**config.mk**
```make
export PLATFORM = sky130hd
export DESIGN_NAME = serial_add_ctrl_flat
export DESIGN_NICKNAME = d
export VERILOG_FILES = /design/src/rtl/serial_add_pkg.sv /design/src/rtl/serial_add_ctrl_if.sv /design/src/rtl/serial_add_ctrl_fa_cell.sv /design/src/rtl/serial_add_ctrl.sv /design/src/flat_wrapper.sv
export SDC_FILE = /design/constraint.sdc
export NUM_CORES = 1
export LEC_CHECK = 0
export ABC_AREA = 1
export CAP_MARGIN = 20
export CORE_MARGIN = 3
export CORE_UTILIZATION = 25
export CTS_CLUSTER_DIAMETER = 120
export DETAILED_ROUTE_END_ITERATION = 10
export GPL_TIMING_DRIVEN = 0
export HOLD_SLACK_MARGIN = 0.1
export PLACE_DENSITY_LB_ADDON = 0.2
export SLEW_MARGIN = 20
export SYNTH_ARGS = -nofsm -noshare
export SYNTH_HDL_FRONTEND = slang
export SYNTH_SLANG_ARGS = --single-unit
```
**constraint.sdc**
```tcl
create_clock -name clk -period 1.5 [get_ports clk]
set_input_delay 0.15 -clock clk [delete_from_list [all_inputs] [get_ports clk]]
set_output_delay 0.15 -clock clk [all_outputs]
set_load 0.01 [all_outputs]
```
**src/rtl/serial_add_pkg.sv**
```systemverilog
// rtl/serial_add_pkg.sv - shared FSM state type and counter sizing for the serial adder
package serial_add_pkg;

  typedef enum logic [1:0] {
    IDLE = 2'd0,
    RUN  = 2'd1,
    DONE = 2'd2
  } state_e;

  // Counter must be able to hold WIDTH itself so it never wraps mid-operation
  function automatic int cnt_width(input int width);
    return $clog2(width + 1);
  endfunction

endpackage

```
**src/rtl/serial_add_ctrl_if.sv**
```systemverilog
// rtl/serial_add_ctrl_if.sv - operand/result bundle of serial_add_ctrl; sub exists only with SERIAL_ADD_SUB_EN
interface serial_add_ctrl_if #(
  parameter int WIDTH = 8
);

  logic             start;
  logic [WIDTH-1:0] a;
  logic [WIDTH-1:0] b;
  logic             cin;
`ifdef SERIAL_ADD_SUB_EN
  logic             sub;
`endif
  logic             busy;
  logic             done;
  logic [WIDTH-1:0] sum;
  logic             cout;

  modport master (
    output start, a, b, cin,
`ifdef SERIAL_ADD_SUB_EN
    output sub,
`endif
    input  busy, done, sum, cout
  );

  modport slave (
    input  start, a, b, cin,
`ifdef SERIAL_ADD_SUB_EN
    input  sub,
`endif
    output busy, done, sum, cout
  );

endinterface

```
**src/rtl/serial_add_ctrl_fa_cell.sv**
```systemverilog
// rtl/serial_add_ctrl_fa_cell.sv - single-bit full adder shared across all bit positions
module fa_cell (
  input  logic a,
  input  logic b,
  input  logic ci,
  output logic s,
  output logic co
);

  assign s  = a ^ b ^ ci;
  assign co = (a & b) | (a & ci) | (b & ci);

endmodule

```
**src/rtl/serial_add_ctrl.sv**
```systemverilog
// rtl/serial_add_ctrl.sv - bit-serial adder controller, LSB first, one bit per clock
// Optional subtract mode enabled by SERIAL_ADD_SUB_EN.
module serial_add_ctrl
  import serial_add_pkg::*;
#(
  parameter int WIDTH = 8
) (
  input logic              clk,
  input logic              rst_n,
  serial_add_ctrl_if.slave bus
);

  localparam int            CW       = cnt_width(WIDTH);
  localparam logic [CW-1:0] LAST_BIT = CW'(WIDTH - 1);

  state_e           state_q, state_d;
  logic [WIDTH-1:0] a_q, a_d;
  logic [WIDTH-1:0] b_q, b_d;
  logic [WIDTH-1:0] res_q, res_d;
  logic             carry_q, carry_d;
  logic [CW-1:0]    cnt_q, cnt_d;
  logic             done_q, done_d;
  logic             busy;

  logic             accept;
  logic [WIDTH-1:0] b_load;
  logic             c_load;
  logic             cell_s;
  logic             cell_co;

  assign accept = (state_q == IDLE) && bus.start;

  // Subtraction is a + ~b + 1, so only the loaded B word and carry differ
`ifdef SERIAL_ADD_SUB_EN
  assign b_load = bus.sub ? ~bus.b : bus.b;
  assign c_load = bus.sub ? 1'b1 : bus.cin;
`else
  assign b_load = bus.b;
  assign c_load = bus.cin;
`endif

  fa_cell u_cell (
    .a  (a_q[0]),
    .b  (b_q[0]),
    .ci (carry_q),
    .s  (cell_s),
    .co (cell_co)
  );

  always_ff @(posedge clk or negedge rst_n) begin
    if (!rst_n) begin
      state_q <= IDLE;
    end else begin
      state_q <= state_d;
    end
  end

  always_comb begin
    state_d = state_q;
    case (state_q)
      IDLE:    if (bus.start) state_d = RUN;
      RUN:     if (cnt_q == LAST_BIT) state_d = DONE;
      DONE:    state_d = IDLE;
      default: state_d = IDLE;
    endcase
  end

  // done is registered so it lands in the cycle after DONE, when the result is settled
  always_comb begin
    busy   = (state_q != IDLE);
    done_d = (state_q == DONE);
  end

  always_comb begin
    a_d     = a_q;
    b_d     = b_q;
    res_d   = res_q;
    carry_d = carry_q;
    cnt_d   = cnt_q;
    if (accept) begin
      a_d     = bus.a;
      b_d     = b_load;
      carry_d = c_load;
      cnt_d   = '0;
    end else if (state_q == RUN) begin
      a_d     = a_q >> 1;
      b_d     = b_q >> 1;
      res_d   = {cell_s, res_q[WIDTH-1:1]};
      carry_d = cell_co;
      cnt_d   = cnt_q + CW'(1);
    end
  end

  always_ff @(posedge clk or negedge rst_n) begin
    if (!rst_n) begin
      a_q     <= '0;
      b_q     <= '0;
      res_q   <= '0;
      carry_q <= 1'b0;
      cnt_q   <= '0;
      done_q  <= 1'b0;
    end else begin
      a_q     <= a_d;
      b_q     <= b_d;
      res_q   <= res_d;
      carry_q <= carry_d;
      cnt_q   <= cnt_d;
      done_q  <= done_d;
    end
  end

  assign bus.busy = busy;
  assign bus.done = done_q;
  assign bus.sum  = res_q;
  assign bus.cout = carry_q;

endmodule

```
**src/flat_wrapper.sv**
```systemverilog
// flat-port wrapper written by rule: the top's interface ports become plain ports
module serial_add_ctrl_flat import serial_add_pkg::*;
#(
  parameter int WIDTH = 8
)
  (clk, rst_n, bus_start, bus_a, bus_b, bus_cin, bus_busy, bus_done, bus_sum, bus_cout);
  serial_add_ctrl_if #(.WIDTH(WIDTH)) bus_i ();
  input logic clk;
  input logic rst_n;
  input wire logic [$bits(bus_i.start)-1:0] bus_start;
  input wire logic [$bits(bus_i.a)-1:0] bus_a;
  input wire logic [$bits(bus_i.b)-1:0] bus_b;
  input wire logic [$bits(bus_i.cin)-1:0] bus_cin;
  output wire logic [$bits(bus_i.busy)-1:0] bus_busy;
  output wire logic [$bits(bus_i.done)-1:0] bus_done;
  output wire logic [$bits(bus_i.sum)-1:0] bus_sum;
  output wire logic [$bits(bus_i.cout)-1:0] bus_cout;
  assign bus_i.start = bus_start;
  assign bus_i.a = bus_a;
  assign bus_i.b = bus_b;
  assign bus_i.cin = bus_cin;
  assign bus_busy = bus_i.busy;
  assign bus_done = bus_i.done;
  assign bus_sum = bus_i.sum;
  assign bus_cout = bus_i.cout;
  serial_add_ctrl #(.WIDTH(WIDTH)) u_core (.clk(clk), .rst_n(rst_n), .bus(bus_i));
endmodule
```
---- Word-level counts from Yosys, hierarchy flattened ----
Cells that the tools add are included.
storage, ports and cells
  flip-flop bits (word level) ............. 32
  input bits .............................. 20
  output and inout port bits .............. 11
  logic and storage cells ................. 38
operators by class
  $add $sub $neg .......................... 1
  equality and inequality tests ........... 5
  mux-type cells .......................... 11
  bitwise gates (word level) .............. 8
  reduce and logical (&&, ||, !) cells .... 6
operators by type and width
  operator             count
  $mux 8               4
  $mux 4               2
  $add 4x1->4 const B  1
  $eq 4x3->1 const B   1
  $mux 2               2
  $pmux 2 s2           1
  $reduce_and 2->1     2
  $reduce_bool 2->1    2
  $and 1x1->1          3
  $eq 2x1->1 const B   1
  $eq 2x2->1 const B   1
  $logic_not 2->1      1
  $mux 1               2
  $ne 2x1->1 const B   1
  $ne 2x2->1 const B   1
  $or 1x1->1           2
  $xor 1x1->1          2
  $logic_and 1x1->1    1
  $not 1->1            1

---- Longest topological paths before layout ----
  depth after elaboration ................. 5
  gate-level depth with buffers ........... 6

---- Cells and area by module ----
A second synthesis with hierarchy kept.
unflattened totals
  cells, all modules ...................... 157
  area total of the unflattened synthesis .. 1457.6 um2
modules (own cells, without submodules)
  module           instances  cells each  area each (um2)
  serial_add_ctrl  1          156         1437.6
  fa_cell          1          1           20.0

---- Worst setup path after synthesis ----
OpenSTA, ideal clock, no wires.
  path type ............................... register to register
  from .................................... register u_core.carry_q, in the netlist u_core.bus.cout
  to ...................................... register u_core.res_q[7], in the netlist u_core.bus.sum[7]
  setup time .............................. 0.126 ns
  data arrival time ....................... 1.014 ns
  data required time ...................... 1.374 ns
  setup slack ............................. 0.360 ns
  stages on the path, launching flop included .. 4
  path buffers ............................ 0
  cells stage by stage .................... dfrtp_1 -> fa_1 -> nand2_1 -> o21ai_0
on the way
  cells in the longest elaborated chain, start to end .. 1
ends and longest elaborated chain
  item                      RTL line                       source
  start: declaration        serial_add_ctrl.sv:20          logic carry_q, carry_d;
  start signal: assignment  serial_add_ctrl.sv:106         carry_q <= carry_d;
  $xor 1x1->1               serial_add_ctrl_fa_cell.sv:10  assign s = a ^ b ^ ci;
  named net u_core.cell_s   serial_add_ctrl.sv:28          logic cell_s;
  end signal: assignment    serial_add_ctrl.sv:105         res_q <= res_d;
  end: declaration          serial_add_ctrl.sv:19          logic [WIDTH-1:0] res_q, res_d;
The timed path passes the listed nets, and every way through them passes these cells.
A chain may end at the register's enable or synchronous reset.

---- Worst setup path in the final report ----
  from .................................... register u_core.state_q[1]
  to ...................................... output port bus_busy
on the way
  cells in the longest elaborated chain, start to end .. 1
ends and longest elaborated chain
  item                      RTL line               source
  start: declaration        serial_add_ctrl.sv:16  state_e state_q, state_d;
  start signal: assignment  serial_add_ctrl.sv:54  state_q <= state_d;
  $reduce_bool 2->1         serial_add_ctrl.sv:70  busy = (state_q != IDLE);
  end: declaration          flat_wrapper.sv:14     output wire logic [$bits(bus_i.busy)-1:0] bus_busy;
No other way between the ends.

==> impl_metrics.json <==
{
  "tightest_slew_ns": 0.524,
  "diodes": 0,
  "fp.dieW_um": 81.8,
  "worstSkewPairLatency_ns": 0.28,
  "power.leakage_uw": 0.000951,
  "cp-start-kind": "flip-flop",
  "hold_path_class": "in -> reg",
  "fin_util_pct": 37.4,
  "post-route-min-period_ns": 1.42,
  "num-fill-cells": 584,
  "avgSynthCellArea_um2": 8.97,
  "start_util_pct": 26.9,
  "drtPass1Iterations": 4,
  "grt_max_degree": 19,
  "design_area_um2": 2000,
  "hpwl_um": 2230,
  "die_h_um": 81.8,
  "synth_area_um2": 1440,
  "r2r-start": "u_core.bus.cout$_DFFE_PN0P_",
  "drt_iter0_markers": 45,
  "rsz0062_at_grt": "no",
  "path_max_fanout": 8,
  "r2r_slack_ns": 0.34,
  "cts_tree": "done",
  "fin_skew_ns": 0.00800,
  "max-cap-violations": 0,
  "place_area_um2": 1840,
  "io_buffers": 29,
  "cp-end-kind": "primary output",
  "arrival_ns": 1.27,
  "ys_seq_area_share_pct": 55.8,
  "regArea_um2": 803,
  "overflow": 0,
  "startpoint": "u_core.state_q[1]$_DFFE_PN0P_",
  "routed_wl_um": 3080,
  "antenna_found_initial": 0,
  "yosys_warnings": 0,
  "final_max_slew_viol_count": 0,
  "synth-seq-cells": 32,
  "max_freq_mhz": 702,
  "area_growth_pct": 39.1,
  "numCtsBuffers": 5,
  "synth.net_count": 182,
  "core_um2": 5340,
  "clock_path_buffers": 2,
  "cts_sinks": 32,
  "rows": 26,
  "syn-instance-count": 160,
  "slew_headroom_pct": 65.1,
  "finalHoldViolations": 0,
  "dieArea_um2": 6690,
  "r2r_end": "u_core.bus.sum[7]$_DFFE_PN0P_",
  "crit_path_end": "bus_busy",
  "layout-drive-gt1-share_pct": 14.2,
  "cts_root_buf": "clkbuf_8",
  "cp.required_ns": 1.35,
  "htreeDepth": 2,
  "clk_pin_slew_ns": 0.07,
  "finalSetupViolations": 0,
  "crit_type": "reg -> out",
  "fin_nets": 225,
  "reg2reg_depth": 3,
  "status": "complete, no violations",
  "grtUsageTotal_pct": 10.6,
  "io_pins": 31,
  "powerDensity_nw_per_um2": 1890,
  "fin_crit_sh_pct": 94.9,
  "drc_errors": 0,
  "vias": 1157,
  "multi_input_area_um2": 533,
  "yosys.cell_types.count": 18,
  "routed_via_density": 4.22,
  "peakVddDrop_mv": 0.724,
  "wire_per_inst_um": 11.2,
  "grt_pass1_vias": 1088,
  "place.gp.congestion": 0.727,
  "grt_pass1_wl_um": 5350,
  "ant_nets": 0
}
[power breakdown]
group | switching (µW) | internal, µW | total, µW | leakage, µW
combinational | 773 | 744 | 1520 | 0.000487
clock | 311 | 492 | 803 | 0.0000552
sequential | 237 | 1210 | 1450 | 0.000409
total | 1320 | 2450 | 3770 | 0.000951
[flip-flops by register name, summed over array words and instances (netlist names)]
name,flops
u_core.bus.cout,1
u_core.a_q,8
u_core.bus.sum,8
u_core.b_q,8
u_core.cnt_q,4
u_core.state_q,2
u_core.bus.done,1
[final cells by class]
cell class / count / share of cell area (%)
Buffer: 7 / 3.39
Multi-Input combinational cell: 111 / 26.7
Sequential cell: 32 / 40.3
Timing Repair Buffer: 36 / 18.0
Inverter: 10 / 1.88
Clock inverter: 2 / 1.76
Clock buffer: 6 / 3.64
Tap cell: 70 / 4.39
[Yosys cell counts]
cell type | number | area (µm²)
o21ai_1 | 4 | 20.0
dfrtp_1 | 32 | 801
ha_1 | 1 | 12.5
nor2_8 | 1 | 20.0
buf_4 | 4 | 30.0
buf_8 | 2 | 30.0
nand3_1 | 34 | 170
inv_1 | 7 | 26.3
nand3_2 | 1 | 10.0
nor2_1 | 3 | 11.3
fa_1 | 1 | 20.0
nand4_1 | 2 | 12.5
o21ai_0 | 3 | 15.0
inv_2 | 3 | 11.3
buf_1 | 1 | 3.75
nor2_4 | 1 | 11.3
nand2_1 | 59 | 221
o21ai_2 | 1 | 8.76
[worst min path at each step]
stage / startpoint / to / slack, ns / depth (start not counted)
after floorplan: rst_n / u_core.a_q[0]$_DFFE_PN0P_ / -0.15 / 0
after global placement: u_core.bus.sum[0]$_DFFE_PN0P_ / u_core.bus.sum[0]$_DFFE_PN0P_ / 0.46 / 2
after detailed placement: rst_n / u_core.bus.sum[0]$_DFFE_PN0P_ / 0.10 / 1
after CTS: bus_start / u_core.state_q[0]$_DFFE_PN0P_ / 0.21 / 3
after global routing: bus_start / u_core.b_q[0]$_DFFE_PN0P_ / 0.22 / 3
final: bus_start / u_core.state_q[0]$_DFFE_PN0P_ / 0.20 / 3
[layout by cell type, fill, tap and decap left out, drive strengths merged]
cell type      instances
nand2                 59
nand3                 35
dfrtp                 32
clkdlybuf4s50         27
buf                   14
inv                   10
o21ai                  8
clkbuf                 6
nor2                   5
nand4                  2
fa                     1
ha                     1
bufinv                 1
clkinv                 1
dlygate4sd3            1
dlygate4sd2            1
[per-layer routing]
layer,global-route usage (%),wire length [µm],vias up
met3,3.40,198,8
met5,0,0,-
met2,13.9,1210,34
met1,16.0,1620,513
li1,-,-,602
met4,3.49,42,0
[worst max-delay path, stage by stage (launching register included)]
cell           delay, ns
dfrtp_2             0.42
nor2_4              0.13
buf_6               0.13
inv_1               0.04
dlygate4sd2_1       0.27
[through the flow]
stage                     setup slack, ns  setup TNS [ns]  hold slack, ns  std cells  power (µW)
after floorplan                     0.360               0          -0.146        160        2380
after global placement             -0.418          -13.45           0.456        259        2900
after detailed placement           -0.106          -0.106           0.103        260        2930
after CTS                          0.0351               0           0.206        272        3790
after global routing               0.0144               0           0.215        274        4130
final                              0.0758               0           0.205        274        3770
[timing repair]
action / in CTS / in global routing
hold buffers: 1 / 0
hold endpoints to repair: 14 / 0
pin swaps: 1 / 0
gates resized for setup: 3 / 1
endpoints found under the setup margin: 1 / 1
buffers inserted: 3 / 2
[cells by family (layout without fill, tap and decap cells)]
logic type	after synthesis	count (layout)	synth area share, %
fa+ha+maj	2	2	2.27
compound gates	8	8	3.05
flops	32	32	55.8
buf+inv	17	61	7.06
simple gates	101	101	31.8
Power figures use the tool's default switching activity.
